===== config.mk =====
export PLATFORM = sky130hd
export DESIGN_NAME = mult_seq_ctrl_flat
export DESIGN_NICKNAME = d
export VERILOG_FILES = /design/src/rtl/mult_seq_ctrl_if.sv /design/src/rtl/mult_seq_ctrl.sv /design/src/flat_wrapper.sv
export SDC_FILE = /design/constraint.sdc
export NUM_CORES = 1
export LEC_CHECK = 0
export BUFFER_PORTS_ARGS = -buffer_cell sky130_fd_sc_hd__buf_2
export CAP_MARGIN = 30
export CELL_PAD_IN_SITES_DETAIL_PLACEMENT = 0
export CELL_PAD_IN_SITES_GLOBAL_PLACEMENT = 2
export CORE_UTILIZATION = 39
export CTS_BUF_LIST = sky130_fd_sc_hd__clkbuf_8
export DETAILED_ROUTE_END_ITERATION = 8
export PLACE_DENSITY_LB_ADDON = 0.08
export SYNTH_ARGS = -nofsm -noshare
export SYNTH_HDL_FRONTEND = slang
export SYNTH_SLANG_ARGS = --single-unit

===== constraint.sdc =====
create_clock -name clk -period 4.6 [get_ports clk]
set_input_delay 0.46 -clock clk [delete_from_list [all_inputs] [get_ports clk]]
set_output_delay 0.46 -clock clk [all_outputs]
set_load 0.01 [all_outputs]

===== src/rtl/mult_seq_ctrl_if.sv =====
// Handshake and data bundle between issue logic and the sequential multiplier.
// The slave modport is the multiplier side; the master modport is the requester side.
interface mult_seq_ctrl_if #(
  parameter int WIDTH = 8
) ();
  logic                 start;
  logic [WIDTH-1:0]     a;
  logic [WIDTH-1:0]     b;
  logic                 is_signed;
  logic                 busy;
  logic                 done;
  logic [2*WIDTH-1:0]   product;

  modport master (
    output start, a, b, is_signed,
    input  busy, done, product
  );

  modport slave (
    input  start, a, b, is_signed,
    output busy, done, product
  );
endinterface


===== src/rtl/mult_seq_ctrl.sv =====
// Sequential signed/unsigned multiplier: one partial-product row per cycle,
// modified Baugh-Wooley toggling plus a preloaded correction constant.
module mult_seq_ctrl #(
  parameter int WIDTH = 8
) (
  input  logic          clk,
  input  logic          rst_n,
  mult_seq_ctrl_if.slave bus
);

  localparam int PW = 2 * WIDTH;
  localparam int CW = $clog2(WIDTH);

  typedef enum logic [1:0] {IDLE, RUN, DONE} state_t;

  state_t             state_q, state_d;
  logic [WIDTH-1:0]   a_q, a_d;
  logic [WIDTH-1:0]   b_q, b_d;
  logic               sgn_q, sgn_d;
  logic [CW-1:0]      j_q, j_d;
  logic [PW-1:0]      acc_q, acc_d;
  logic [PW-1:0]      prod_q, prod_d;

  logic               last_row;
  logic [WIDTH-1:0]   row;
  logic [PW-1:0]      sum;
  logic [PW-1:0]      corr;

  assign last_row = (j_q == CW'(WIDTH - 1));

  // Row toggling: invert a[W-1]&b[j] for j<W-1 and a[i]&b[W-1] for i<W-1;
  // the top-corner bit is toggled twice and therefore left as is.
  always_comb begin
    row = '0;
    for (int unsigned i = 0; i < WIDTH; i++) begin
      row[i] = (a_q[i] & b_q[j_q]) ^ (sgn_q & ((i == WIDTH - 1) ^ last_row));
    end
  end

  assign sum  = acc_q + (PW'(row) << j_q);
  assign corr = bus.is_signed ? ((PW'(1) << WIDTH) | (PW'(1) << (PW - 1))) : '0;

  always_comb begin
    state_d = state_q;
    a_d     = a_q;
    b_d     = b_q;
    sgn_d   = sgn_q;
    j_d     = j_q;
    acc_d   = acc_q;
    prod_d  = prod_q;
    case (state_q)
      IDLE, DONE: begin
        if (bus.start) begin
          state_d = RUN;
          a_d     = bus.a;
          b_d     = bus.b;
          sgn_d   = bus.is_signed;
          j_d     = '0;
          acc_d   = corr;
        end else begin
          state_d = IDLE;
        end
      end
      RUN: begin
        acc_d = sum;
        j_d   = j_q + CW'(1);
        if (last_row) begin
          state_d = DONE;
          prod_d  = sum;
        end
      end
      default: state_d = IDLE;
    endcase
  end

  always_ff @(posedge clk or negedge rst_n) begin
    if (!rst_n) begin
      state_q <= IDLE;
      a_q     <= '0;
      b_q     <= '0;
      sgn_q   <= 1'b0;
      j_q     <= '0;
      acc_q   <= '0;
      prod_q  <= '0;
    end else begin
      state_q <= state_d;
      a_q     <= a_d;
      b_q     <= b_d;
      sgn_q   <= sgn_d;
      j_q     <= j_d;
      acc_q   <= acc_d;
      prod_q  <= prod_d;
    end
  end

  assign bus.busy    = (state_q == RUN);
  assign bus.done    = (state_q == DONE);
  assign bus.product = prod_q;

endmodule


===== src/flat_wrapper.sv =====
// flat-port wrapper written by rule: the top's interface ports become plain ports
module mult_seq_ctrl_flat 
#(
  parameter int WIDTH = 8
)
  (clk, rst_n, bus_start, bus_a, bus_b, bus_is_signed, bus_busy, bus_done, bus_product);
  mult_seq_ctrl_if #(.WIDTH(WIDTH)) bus_i ();
  input  logic clk;
  input  logic rst_n;
  input wire logic [$bits(bus_i.start)-1:0] bus_start;
  input wire logic [$bits(bus_i.a)-1:0] bus_a;
  input wire logic [$bits(bus_i.b)-1:0] bus_b;
  input wire logic [$bits(bus_i.is_signed)-1:0] bus_is_signed;
  output wire logic [$bits(bus_i.busy)-1:0] bus_busy;
  output wire logic [$bits(bus_i.done)-1:0] bus_done;
  output wire logic [$bits(bus_i.product)-1:0] bus_product;
  assign bus_i.start = bus_start;
  assign bus_i.a = bus_a;
  assign bus_i.b = bus_b;
  assign bus_i.is_signed = bus_is_signed;
  assign bus_busy = bus_i.busy;
  assign bus_done = bus_i.done;
  assign bus_product = bus_i.product;
  mult_seq_ctrl #(.WIDTH(WIDTH)) u_core (.clk(clk), .rst_n(rst_n), .bus(bus_i));
endmodule

# ---- After elaboration in Yosys (flattened, before gate mapping)
# Index checks and enable logic that the tools add are counted.
dict set report classes {
  n_lt_le_gt_ge 1
  n_reduce_logical 6
  n_mux 10
  n_eq_ne 5
  bitwise_logic 19
  n_addsub 2
  mul 0
  shift 1
  div 0
}
# operator count
set op_table {}
lappend op_table {{two-way mux 16 bit} 2}
lappend op_table {{case mux 16 bit (2 select lines)} 1}
lappend op_table {{adder 16 bit} 1}
lappend op_table {{<< shifter 8 x 3 -> 16 bit} 1}
lappend op_table {{AND 1 bit} 10}
lappend op_table {{XOR 1 bit} 8}
lappend op_table {{case mux 3 bit (2 select lines)} 1}
lappend op_table {{AND reduction 2 bit} 3}
lappend op_table {{< comparator 3 x 4 -> 1 bit, second input constant} 1}
lappend op_table {{case mux 2 bit (2 select lines)} 1}
lappend op_table {{adder 3 x 1 -> 3 bit, second input constant} 1}
lappend op_table {{binary-select mux 1 bit (select 3 bit)} 1}
lappend op_table {{equality test 3 bit, second input constant} 1}
lappend op_table {{two-way mux 3 bit} 1}
lappend op_table {{equality test 2 x 1 -> 1 bit, second input constant} 1}
lappend op_table {{equality test 2 bit, second input constant} 1}
lappend op_table {{logical NOT 2 bit} 1}
lappend op_table {{two-way mux 1 bit} 2}
lappend op_table {{two-way mux 2 bit} 1}
lappend op_table {{inequality test 2 x 1 -> 1 bit, second input constant} 1}
lappend op_table {{inequality test 2 bit, second input constant} 1}
lappend op_table {{nonzero test 2 bit} 1}
lappend op_table {{OR reduction 2 bit} 1}
lappend op_table {{inverter 1 bit} 1}
dict set report totals {
  mem_bits_rw 0
  ff_bits 54
  elab_cells 51
  latchBits 0
  input_bits 20
  romBits 0
  n_memories 0
  output_inout_bits 18
}

# ---- Logic depth before layout (Yosys ltp)
# Gate-level depths: netlist (run 1).
dict set report depth {
  word_depth 7
  mapped_depth 17
  mapped_depth_nobuf 16
}

# ---- Least setup slack after synthesis (run 1)
# No wires, ideal clock.
dict set report synth_path {
  path_type {reg-to-reg}
  startpoint {reg u_core.j_q[0]}
  endpoint {reg u_core.prod_q[10] (netlist: u_core.bus.product[10])}
  synth_period_minus_slack_ns 3.583
  t_arrival_ns 3.450
  setup_time_ns 0.133
  setup_slack_ns 1.017
  required_time_ns 4.467
  path_buffers 2
  path_stages_with_launch 17
  cell_sequence {dfrtp_1 ha_1 ha_1 clkbuf_1 nand2_1 buf_1 xnor2_1 nor4_1 ha_1 fa_1 a21o_1 a21o_1 a21oi_1 o21bai_1 o21a_1 xor2_1 o21ai_0}
}
dict set report synth_between {
  elab_chain_len 6
  elab_cells_between_ends 25
  classes_between {add/sub: 1; eq/ne: 1; shift: 1; mux: 2; bitwise: 19; reduce/logical: 1}
}
# item line_no
set synth_rtl {}
lappend synth_rtl {{from (decl)} mult_seq_ctrl.sv:20} ;# logic [CW-1:0] j_q, j_d;
lappend synth_rtl {{from (signal assigned)} mult_seq_ctrl.sv:90} ;# j_q <= j_d;
lappend synth_rtl {{binary-select mux 1 bit (select 3 bit) or equality test 3 bit (tied branches)} {mult_seq_ctrl.sv:36, mult_seq_ctrl.sv:29}}
lappend synth_rtl {{two-way mux 1 bit (not written as such) or inverter 1 bit (tied branches)} --}
lappend synth_rtl {{AND 1 bit} mult_seq_ctrl.sv:36} ;# row[i] = (a_q[i] & b_q[j_q]) ^ (sgn_q & ((i == WIDTH - 1) ^ last_row));
lappend synth_rtl {{XOR 1 bit} mult_seq_ctrl.sv:36}
lappend synth_rtl {{<< shifter 8 x 3 -> 16 bit} mult_seq_ctrl.sv:40} ;# assign sum = acc_q + (PW'(row) << j_q);
lappend synth_rtl {{adder 16 bit} mult_seq_ctrl.sv:40}
lappend synth_rtl {{to (signal assigned)} mult_seq_ctrl.sv:92} ;# prod_q <= prod_d;
lappend synth_rtl {{to (decl)} mult_seq_ctrl.sv:22} ;# logic [PW-1:0] prod_q, prod_d;
# Parallel ways exist; a longest one is shown, timed or not. The select of a mux whose other input is x is not followed.
# A chain may end at the register's enable or synchronous reset.

# ---- Final worst setup path (run 1)
dict set report layout_path {
  startpoint {reg u_core.j_q[2]}
  endpoint {reg u_core.acc_q[13]}
}
dict set report layout_between {
  elab_chain_len 7
  elab_cells_between_ends 25
  classes_between {add/sub: 1; eq/ne: 1; shift: 1; mux: 3; bitwise: 19}
}
# item line_no
set layout_rtl {}
lappend layout_rtl {{binary-select mux 1 bit (select 3 bit) or equality test 3 bit (tied branches)} {mult_seq_ctrl.sv:36, mult_seq_ctrl.sv:29}}
lappend layout_rtl {{two-way mux 1 bit (not written as such) or inverter 1 bit (tied branches)} --}
lappend layout_rtl {{AND 1 bit} mult_seq_ctrl.sv:36}
lappend layout_rtl {{XOR 1 bit} mult_seq_ctrl.sv:36}
lappend layout_rtl {{<< shifter 8 x 3 -> 16 bit (*)} mult_seq_ctrl.sv:40}
lappend layout_rtl {{adder 16 bit (*)} mult_seq_ctrl.sv:40}
lappend layout_rtl {{case mux 16 bit (2 select lines) (*)} mult_seq_ctrl.sv:51} ;# case (state_q)
lappend layout_rtl {{to (signal assigned)} mult_seq_ctrl.sv:83} ;# acc_q <= '0;
lappend layout_rtl {{to (signal assigned)} mult_seq_ctrl.sv:91} ;# acc_q <= acc_d;
lappend layout_rtl {{to (decl)} mult_seq_ctrl.sv:21} ;# logic [PW-1:0] acc_q, acc_d;
# Every way passes the cells marked *; elsewhere a longest branch is shown, timed or not. The select of a mux whose other input is x is not followed.

==> results of run 1 <==
[area by class of cell]
class,instances,area [sq um]
inverter,5,18.8
timing repair buffer,46,253
fill,807,4440
sequential,54,1350
multi-input combinational,258,1920
clock buffer,6,82.6
clock inverter,2,60.1
tap,105,131
[worst register-to-register path: cells and delay by family (launching register included)]
family	cells	cell delay (ns)
flip-flops	1	0.58
adder cells (fa/ha/maj)	1	0.34
AND/OR/NAND/NOR	1	0.18
XOR/XNOR	1	0.21
buffers and inverters	1	0.14
multiplexers	2	0.94
AO/OA/AOI/OAI	8	1.67
[metrics by stage]
step / setup slack (ns) / std cells / util, %
floorplan: 1.02 / 333 / -
global placement: 0.449 / 468 / 44.5
detailed placement: 0.432 / 468 / 44.5
CTS: 0.411 / 476 / 46.3
global route: 0.0248 / 476 / 46.3
finish: 0.410 / 476 / 46.3
[placed cells by master (no fill, tap or decap), types with 2 or more instances in the layout]
cell type  instances
xor2_1            14
clkbuf_8           6
dfrtp_1           54
nor3b_1            2
mux2_2            27
buf_2             37
nor2b_1            6
mux4_2             3
nand2_1           32
ha_1              18
o211ai_1           2
bufinv_16          2
xnor2_1            9
nor2_1            17
inv_1              4
a221oi_1           3
a22o_1            11
o2111ai_1          2
o21a_1             4
nand2b_1           7
a211oi_1           2
mux2i_1            8
nor3_1             7
o21ai_0           26
and3_1             3
a21o_1             3
o21bai_1           4
a21oi_1           22
nand3_1            6
buf_4              9
a31oi_1            2
o22ai_1            2
[cells by family after synthesis]
logic type               after synthesis
AO/OA/AOI/OAI                         91
AND/OR/NAND/NOR                       86
flip-flops                            54
multiplexers                          39
XOR/XNOR                              23
buffers and inverters                 21
adder cells (fa/ha/maj)               19
[worst max path at each step]
stage	from	endpoint	slack [ns]	depth (start not counted)
2_1_floorplan	u_core.j_q[0]	u_core.bus.product[10]	1.02	16
3_3_place_gp	u_core.j_q[2]	u_core.acc_q[13]	0.45	14
3_5_place_dp	u_core.j_q[2]	u_core.acc_q[13]	0.43	14
4_1_cts	u_core.j_q[2]	u_core.acc_q[13]	0.41	14
5_1_grt	u_core.j_q[2]	u_core.acc_q[12]	0.02	15
6_report	u_core.j_q[2]	u_core.acc_q[13]	0.41	14
[layer usage]
layer  global-route usage [%]  vias up
li1                         -     1277
met1                     26.4     1220
met2                     28.8       38
met3                     2.90        6
met4                     4.17        0
met5                        0        -
[flip-flops by register name, summed over array words and instances (netlist names)]
name and cells:
u_core.b_q 8, u_core.state_q 2, u_core.acc_q 16, u_core.j_q 3, u_core.sgn_q 1, u_core.a_q 8
u_core.bus.product 16
==> flow_summary.yaml, run 1 <==
drt:
  met2WireLength_microns: 3450
  route.vias.total: 2541
  routed_wl_microns: 7600
  antenna_violating_nets_post_route: 0
  wl_met1_microns: 3870
  firstDrtPassIters: 4
  first_iter_violations: 136
  routed-wl-met3_microns: 206
  route.top_layer_used: "met4"
  drt_drc_violations_left: 0
  ratio_of_routed_vias_to_standard_cells: 5.34
  avgRoutedWirePerCell_microns: 16.0
logic_synthesis:
  synthFlopType: "dfrtp_1"
  synthesis.nets: 372
  yosysTopAreaCellShare_pct: 40.3
  post_synth_inst_count: 333
  asyncSetResetFlopFracSynth_pct: 100
  complex_gate_fraction_of_the_synthesized_area_pct: 17.8
  synth_edf_count: 0
  ys_seq_elements: 54
  synthXorXnorAreaFrac_pct: 6.01
  synth_seq_area_share_pct: 40.3
  largest_family_of_logic_cells_by_synthesized_area: "compound AO/OA/AOI/OAI gates"
  synth_top_cells_by_area: "dfrtp_1 (40%), mux2_2 (9.1%), ha_1 (6.7%)"
  synth.cell_area_sq_mm: 0.00335
  yosys.area_share.simple_pct: 12.0
  post_synth_num_cell_types: 47
  synth-warning-count: 0
  post_synth.cell_area_avg_sq_um: 10.1
  most_frequent_cells_after_synthesis: "dfrtp_1 (54), nand2_1 (32), mux2_2 (27)"
  yosys.area_share.adder_pct: 7.31
  synthMostInstantiatedCell: "dfrtp_1"
  muxShareOfSynthArea_pct: 14.1
  synth_area_leader_cell: "dfrtp_1"
sta:
  timing.clock.skew_ns: 0.00707
  period_minus_slack_ns: 4.19
  finalSetupViolCount: 0
  worst_slew_pin_slew_ns: 0.952
  report.final.slew_viol_count: 0
  max-slew-margin-rel_pct: 36.5
  finalHoldViolCount: 0
  fmax_mhz: 239
  hold-worst-slack_ns: 0.261
  min_period_over_period_pct: 91.1
  timing.setup.tns_ns: 0
  grt_setup_unrepaired: "no"
global_route:
  grt_overflow_total: 0
  grt_antenna_before_repair: 0
  first_pass_grt_wire_length_microns: 12600
  via_count_of_the_first_global_routing_pass: 2468
  maximum_number_of_pins_on_one_net_before_global_route_repair: 55
  grt_use_total_pct: 18.3
clock_tree:
  tritoncts_clock_tree: "built"
  cts_post_setup_buffers_inserted: 0
  cts.reportedPaths.clkPinSlew_ns: 0.10
  number_of_buffers_added_by_the_clock_tree_synthesis_step: 5
  insertion_delay_ns: 0.31
  tritoncts_num_sinks: 54
  cts_htree_levels: 2
  cts.repair.resized: 0
  max_clock_buf_depth: 2
  cts_hold_buf: 0
  cts_root_buf: "clkbuf_8"
hold_path:
  hold_class: "primary input to asynchronous set/reset pin"
floorplan:
  core_area_sq_mm: 0.00826
  rows: 33
  design.die.area_sq_mm: 0.00898
  i_o_pins: 38
  die_h_microns: 94.7
  die-width_microns: 94.7
  initial_utilization_pct: 40.6
layout:
  flow.area_growth_from_synthesis_pct: 13.9
  diodes: 0
  area_of_all_placed_cells_without_fillers_sq_mm: 0.00382
  layout-drive-gt1-share_pct: 23.7
  nNetsFinal: 409
critical_path:
  cp-end-kind: "register"
  r2r_slack_ns: 0.41
  worstPathArrival_ns: 4.37
  critPathMaxStageDelay_ns: 0.61
  timing.critical_path.slowest_stage_cell: "mux4_2"
  critPathRequiredTime_ns: 4.78
  crit-reg2reg-launch: "u_core.j_q[2]"
  critPathLaunchType: "register"
  critical_path.cell_chain: "mux4_2 > mux2i_4 > inv_1 > a21oi_1 > a311oi_2 > nor3b_1 > a221oi_1 > ha_1 > a21oi_1 > o21ai_0 > o21bai_1 > a221oi_1 > xor2_1 > o21ai_0"
  critical_path_buf_inv_count: 1
  largest_fanout_of_any_net_on_the_critical_path: 12
  crit_family: "compound AO/OA/AOI/OAI gates"
  criticalPathCategory: "register to register"
  reg2reg_to: "u_core.acc_q[13]"
  r2r_cells: 14
placed_design:
  finalWeightedCongestion: 0.790
  port_buffers: 37
  hpwl_microns: 5510
  detailed_place.area_sq_mm: 0.00368
status:
  outcome: "complete, no violations"
flow_run:
  drv.max_cap_violation_count: 0
Power of run 1 is left out: the tool's default activity adds up to more than one toggle a clock period on the data nets, which glitch-free logic cannot reach.
==> inputs of run 2 (changes only) <==
BUFFER_PORTS_ARGS = -buffer_cell sky130_fd_sc_hd__buf_4   (was -buffer_cell sky130_fd_sc_hd__buf_2)
==> flow_summary.yaml, run 2 (synthesized netlist as in run 1, its figures left out) <==
status:
  outcome: "complete, no violations"
flow_run:
  drv.max_cap_violation_count: 0
clock_tree:
  cts_root_buf: "clkbuf_8"
  cts_post_setup_buffers_inserted: 0
  cts.repair.resized: 0
  tritoncts_clock_tree: "built"
  cts_htree_levels: 2
  insertion_delay_ns: 0.31
  max_clock_buf_depth: 2
  number_of_buffers_added_by_the_clock_tree_synthesis_step: 5
  tritoncts_num_sinks: 54
  cts.reportedPaths.clkPinSlew_ns: 0.10
  cts_hold_buf: 0
sta:
  min_period_over_period_pct: 87.8
  timing.clock.skew_ns: 0.0129
  fmax_mhz: 248
  timing.setup.tns_ns: 0
  finalHoldViolCount: 0
  grt_setup_unrepaired: "no"
  report.final.slew_viol_count: 0
  worst_slew_pin_slew_ns: 0.985
  max-slew-margin-rel_pct: 34.3
  period_minus_slack_ns: 4.04
  hold-worst-slack_ns: 0.194
  finalSetupViolCount: 0
drt:
  route.vias.total: 2557
  routed_wl_microns: 7610
  ratio_of_routed_vias_to_standard_cells: 5.41
  firstDrtPassIters: 4
  avgRoutedWirePerCell_microns: 16.1
  antenna_violating_nets_post_route: 0
  drt_drc_violations_left: 0
  first_iter_violations: 71
floorplan:
  rows: 33
  i_o_pins: 38
  core_area_sq_mm: 0.00826
  die_h_microns: 94.7
  design.die.area_sq_mm: 0.00898
  die-width_microns: 94.7
  initial_utilization_pct: 40.6
global_route:
  grt_overflow_total: 0
  grt_use_total_pct: 18.3
  via_count_of_the_first_global_routing_pass: 2400
  maximum_number_of_pins_on_one_net_before_global_route_repair: 55
  first_pass_grt_wire_length_microns: 12500
  grt_antenna_before_repair: 0
placed_design:
  port_buffers: 37
  finalWeightedCongestion: 0.850
  hpwl_microns: 5460
critical_path:
  crit-reg2reg-launch: "u_core.j_q[1]"
  critPathLaunchType: "register"
  r2r_cells: 15
  criticalPathCategory: "register to register"
  worstPathArrival_ns: 4.22
  critPathRequiredTime_ns: 4.78
  critPathLaunch: "u_core.j_q[1]"
  reg2reg_to: "u_core.acc_q[13]"
  cp-end-kind: "register"
  r2r_slack_ns: 0.56
  largest_fanout_of_any_net_on_the_critical_path: 12
layout:
  final_common_cell: "dfrtp_1"
  layout-drive-gt1-share_pct: 22.8
  flow.area_growth_from_synthesis_pct: 15.0
  fillers: 836
  diodes: 0
  multi_input_area_sq_mm: 0.00192
  nNetsFinal: 406
  most-common-layout-cells: "dfrtp_1 (54), buf_4 (43), nand2_1 (32), mux2_2 (27), o21ai_0 (26)"
  area_occupied_by_registers_sq_mm: 0.00135
hold_path:
  hold_class: "primary input to asynchronous set/reset pin"
## run 2: cell types whose count changed in the layout (fill, tap and decap cells not counted)
cell	previous run	this run
clkinvlp_4	0	1
clkbuf_8	6	5
bufinv_16	2	1
buf_2	37	0
buf_4	9	43
inv_1	4	5
## run 2: layer usage
metal,track usage [%],wire length (microns),up-vias
met4,3.41,53,0
met3,3.14,193,4
met5,0,0,-
met2,27.8,3420,36
li1,-,-,1275
met1,27.2,3940,1242
## run 2: per-stage QoR
stage / instance area, sq um / utilization [%] / setup WS, ns / instances
2_1_floorplan: 3350 / - / 1.02 / 333
3_3_place_gp: 3750 / 45.4 / 0.637 / 465
3_5_place_dp: 3750 / 45.4 / 0.527 / 465
4_1_cts: 3860 / 46.7 / 0.517 / 473
5_1_grt: 3860 / 46.7 / 0.185 / 473
6_report: 3860 / 46.7 / 0.562 / 473
## run 2: area by class of cell
class / count / area share (%)
well taps: 105 / 3.41
inverters: 5 / 0.487
clock inverters: 3 / 1.07
multi-input cells: 258 / 49.9
repair buffers: 43 / 8.37
clock buffers: 5 / 1.78
flip-flops and latches: 54 / 35.0
## run 2: how the worst max path moves through the flow
stage | to | cells after the start
floorplan | u_core.bus.product[10] | 16
global placement | u_core.acc_q[14] | 13
detailed placement | u_core.acc_q[14] | 13
CTS | u_core.acc_q[14] | 15
global route | u_core.acc_q[14] | 15
finish | u_core.acc_q[13] | 15
## run 2: worst max-delay path: stages (launching register included)
cell	delay (ns)
dfrtp_1	0.51
ha_1	0.23
ha_1	0.31
nand2_1	0.33
nand3_1	0.18
a21oi_1	0.08
a311oi_2	0.31
nor3b_1	0.24
a221oi_1	0.08
ha_1	0.37
a21oi_1	0.25
o21ai_0	0.16
o21bai_1	0.20
a221oi_1	0.35
xor2_1	0.20
o21ai_0	0.09
Power of run 2 is left out for the same reason.
==> inputs of run 3 (changes only) <==
ABC_AREA = 1   (was unset)
ABC_CLOCK_PERIOD_IN_PS = 4600   (was unset)
CORE_UTILIZATION = 35   (was 39)
==> flow_summary.yaml, run 3 <==
status:
  outcome: "complete, no violations"
layout:
  layout-drive-gt1-share_pct: 15.2
  final_common_cell: "nand2_1"
  most-common-layout-cells: "nand2_1 (146), nand3_1 (62), dfrtp_1 (54), buf_4 (39), o21ai_0 (35)"
  diodes: 0
  final_instance_count_excl_fillers: 610
  final_util_pct: 41.5
  fillers: 1031
  nNetsFinal: 519
  flow.area_growth_from_synthesis_pct: 13.5
global_route:
  grt_overflow_total: 0
  grt_use_total_pct: 18.7
  via_count_of_the_first_global_routing_pass: 2985
  first_pass_grt_wire_length_microns: 14700
  grt_antenna_before_repair: 0
  maximum_number_of_pins_on_one_net_before_global_route_repair: 55
clock_tree:
  cts_hold_buf: 0
  cts_post_setup_buffers_inserted: 0
  number_of_buffers_added_by_the_clock_tree_synthesis_step: 5
  cts.repair.resized: 0
  cts_htree_levels: 2
  tritoncts_num_sinks: 54
  insertion_delay_ns: 0.32
  tritoncts_clock_tree: "built"
  cts_root_buf: "clkbuf_8"
  cts.reportedPaths.clkPinSlew_ns: 0.11
  max_clock_buf_depth: 2
floorplan:
  die_h_microns: 101
  die-width_microns: 101
  initial_utilization_pct: 36.6
  i_o_pins: 38
  rows: 35
  core_area_sq_mm: 0.00937
  design.die.area_sq_mm: 0.0102
logic_synthesis:
  post_synth_num_cell_types: 28
  yosysTopAreaCellShare_pct: 39.4
  post_synth_inst_count: 449
  synthFlopType: "dfrtp_1"
  synth_edf_count: 0
  ys_seq_elements: 54
  asyncSetResetFlopFracSynth_pct: 100
  post_synth.cell_area_avg_sq_um: 7.64
  most_frequent_cells_after_synthesis: "nand2_1 (146), nand3_1 (62), dfrtp_1 (54)"
  synth.cell_area_sq_mm: 0.00343
  synthMostInstantiatedCell: "nand2_1"
  synth_area_leader_cell: "dfrtp_1"
  synth-warning-count: 0
  synth_top_cells_by_area: "dfrtp_1 (39%), nand2_1 (16%), nand3_1 (9.0%)"
  synth_seq_area_share_pct: 39.4
  synthesis.nets: 488
pwr:
  power_switching_w: 0.00170
  clock_network_fraction_of_design_power_pct: 8.7
  swShare_pct: 51.8
  total_power_w: 0.00328
  pwr-share-comb_pct: 63.8
  seq_power_share_pct: 27.5
  power.leakage_nw: 2.11
  vdd_drop_max_uv: 220
  power-per-cell-area_mw_per_mm2: 842
  cell_internal_pwr_w: 0.00158
sta:
  finalHoldViolCount: 0
  finalSetupViolCount: 0
  report.final.slew_viol_count: 0
  grt_setup_unrepaired: "no"
  max-slew-margin-rel_pct: 39.7
  timing.setup.tns_ns: 0
  fmax_mhz: 246
  min_period_over_period_pct: 88.3
  worst_slew_pin_slew_ns: 0.902
  period_minus_slack_ns: 4.06
  timing.clock.skew_ns: 0.0124
critical_path:
  critPathLaunchType: "register"
  largest_fanout_of_any_net_on_the_critical_path: 15
  worstPathArrival_ns: 4.27
  worstSetupPathDepth: 19
  critPathRequiredTime_ns: 4.81
  critical_path_buf_inv_count: 1
  timing.critical_path.mode_cell: "nand2_1"
  critPathMaxStageDelay_ns: 0.74
  crit-reg2reg-launch: "u_core.j_q[0]"
  r2r_cells: 19
  timing.critical_path.slowest_stage_cell: "dfrtp_1"
  crit_family: "simple AND/OR/NAND/NOR gates"
  critical_path.cell_chain: "ha_1 > ha_1 > nand2_1 > inv_1 > nand4_2 > nand3_2 > nand3_1 > nand2_1 > nor2_2 > ha_1 > nand3_1 > nand2_1 > a21oi_1 > o21ai_0 > nand2_1 > nand2_1 > nand2_1 > nand3_1 > nand2_1"
  criticalPathCategory: "register to register"
  critPathLaunch: "u_core.j_q[0]"
  cp-end-kind: "register"
placed_design:
  port_buffers: 37
  finalWeightedCongestion: 0.863
  hpwl_microns: 6360
  placed_cells: 602
drt:
  drt_drc_violations_left: 0
  first_iter_violations: 86
  route.vias.total: 2996
  avgRoutedWirePerCell_microns: 14.1
  ratio_of_routed_vias_to_standard_cells: 4.91
  routed_wl_microns: 8580
  antenna_violating_nets_post_route: 0
  firstDrtPassIters: 5
hold_path:
  hold_class: "primary input to asynchronous set/reset pin"
flow_run:
  drv.max_cap_violation_count: 0
-- run 3: cell count changes after synthesis, sizes merged, moves of 7 or more --
| cell | previous run | this run |
|---|---|---|
| mux2i | 9 | 0 |
| o21ai | 26 | 35 |
| nand2 | 32 | 150 |
| nand3 | 6 | 73 |
| nand4 | 0 | 10 |
| xor2 | 14 | 5 |
| a21oi | 22 | 9 |
| nand2b | 7 | 0 |
| mux2 | 27 | 0 |
| inv | 4 | 35 |
| a22o | 11 | 3 |
| nor2b | 7 | 0 |
-- run 3: worst reg2reg max path, delay by kind of cell (launching register included) --
family,cells,cell delay (ns)
and+or+nand+nor,13,1.44
adders and majority gates,3,0.86
DFF,1,0.74
AOI/OAI and AO/OA,2,0.59
buffers and inverters,1,0.34
-- run 3: cells by family (layout without fill, tap and decap cells) --
kind of cell	count (synthesis)	count (layout)	synth area share, %
buffers and inverters	51	83	6.38
XOR/XNOR	8	8	2.04
adder cells (fa/ha/maj)	19	19	7.15
AO/OA/AOI/OAI	57	57	9.27
flip-flops	54	54	39.4
AND/OR/NAND/NOR	260	260	35.8
-- run 3: routing by layer --
| layer | wire length (microns) | share of wire (%) | global-route usage (%) |
|---|---|---|---|
| met1 | 4320 | 50 | 26.3 |
| met2 | 3860 | 45 | 29.7 |
| met3 | 267 | 3.1 | 2.64 |
| met4 | 129 | 1.5 | 5.80 |
| met5 | 0 | 0 | 0 |
-- run 3: area by class of cell --
type	instances	area, sq um	area share, %
clock inverter	3	25.0	0.643
tap	129	161	4.15
sequential	54	1350	34.7
clock buffer	5	68.8	1.77
multi-input combinational	344	1860	47.8
inverter	36	135	3.47
timing repair buffer	39	293	7.52
-- run 3: worst paths after layout --
kind | end | slack [ns]
max | u_core.bus.product[11] | 0.54
min | u_core.a_q[7] | 0.18
max reg2reg | u_core.bus.product[11] | 0.54
min reg2reg | u_core.bus.product[2] | 0.49
max in group asynchronous | u_core.bus.product[8] | 3.96
min in group clk | u_core.a_q[3] | 0.33
-- run 3: power by group through the flow --
stage	logic [W]	clock network, W	registers [W]
floorplan	0.00160	0	0.000873
global placement	0.00210	0	0.000913
detailed placement	0.00212	0	0.000913
CTS	0.00212	0.000303	0.000905
global route	0.00241	0.000324	0.000937
finish	0.00209	0.000286	0.000902
-- run 3: stage by stage --
step / instance area, sq um / hold WS, ns / worst slack, ns
5_1_grt: 3890 / 0.232 / 0.169
3_5_place_dp: 3800 / 0.467 / 0.573
2_1_floorplan: 3430 / 0.164 / 1.58
6_report: 3890 / 0.184 / 0.538
3_3_place_gp: 3800 / 0.464 / 0.669
4_1_cts: 3890 / 0.209 / 0.552
(Power assumes the default switching activity.)
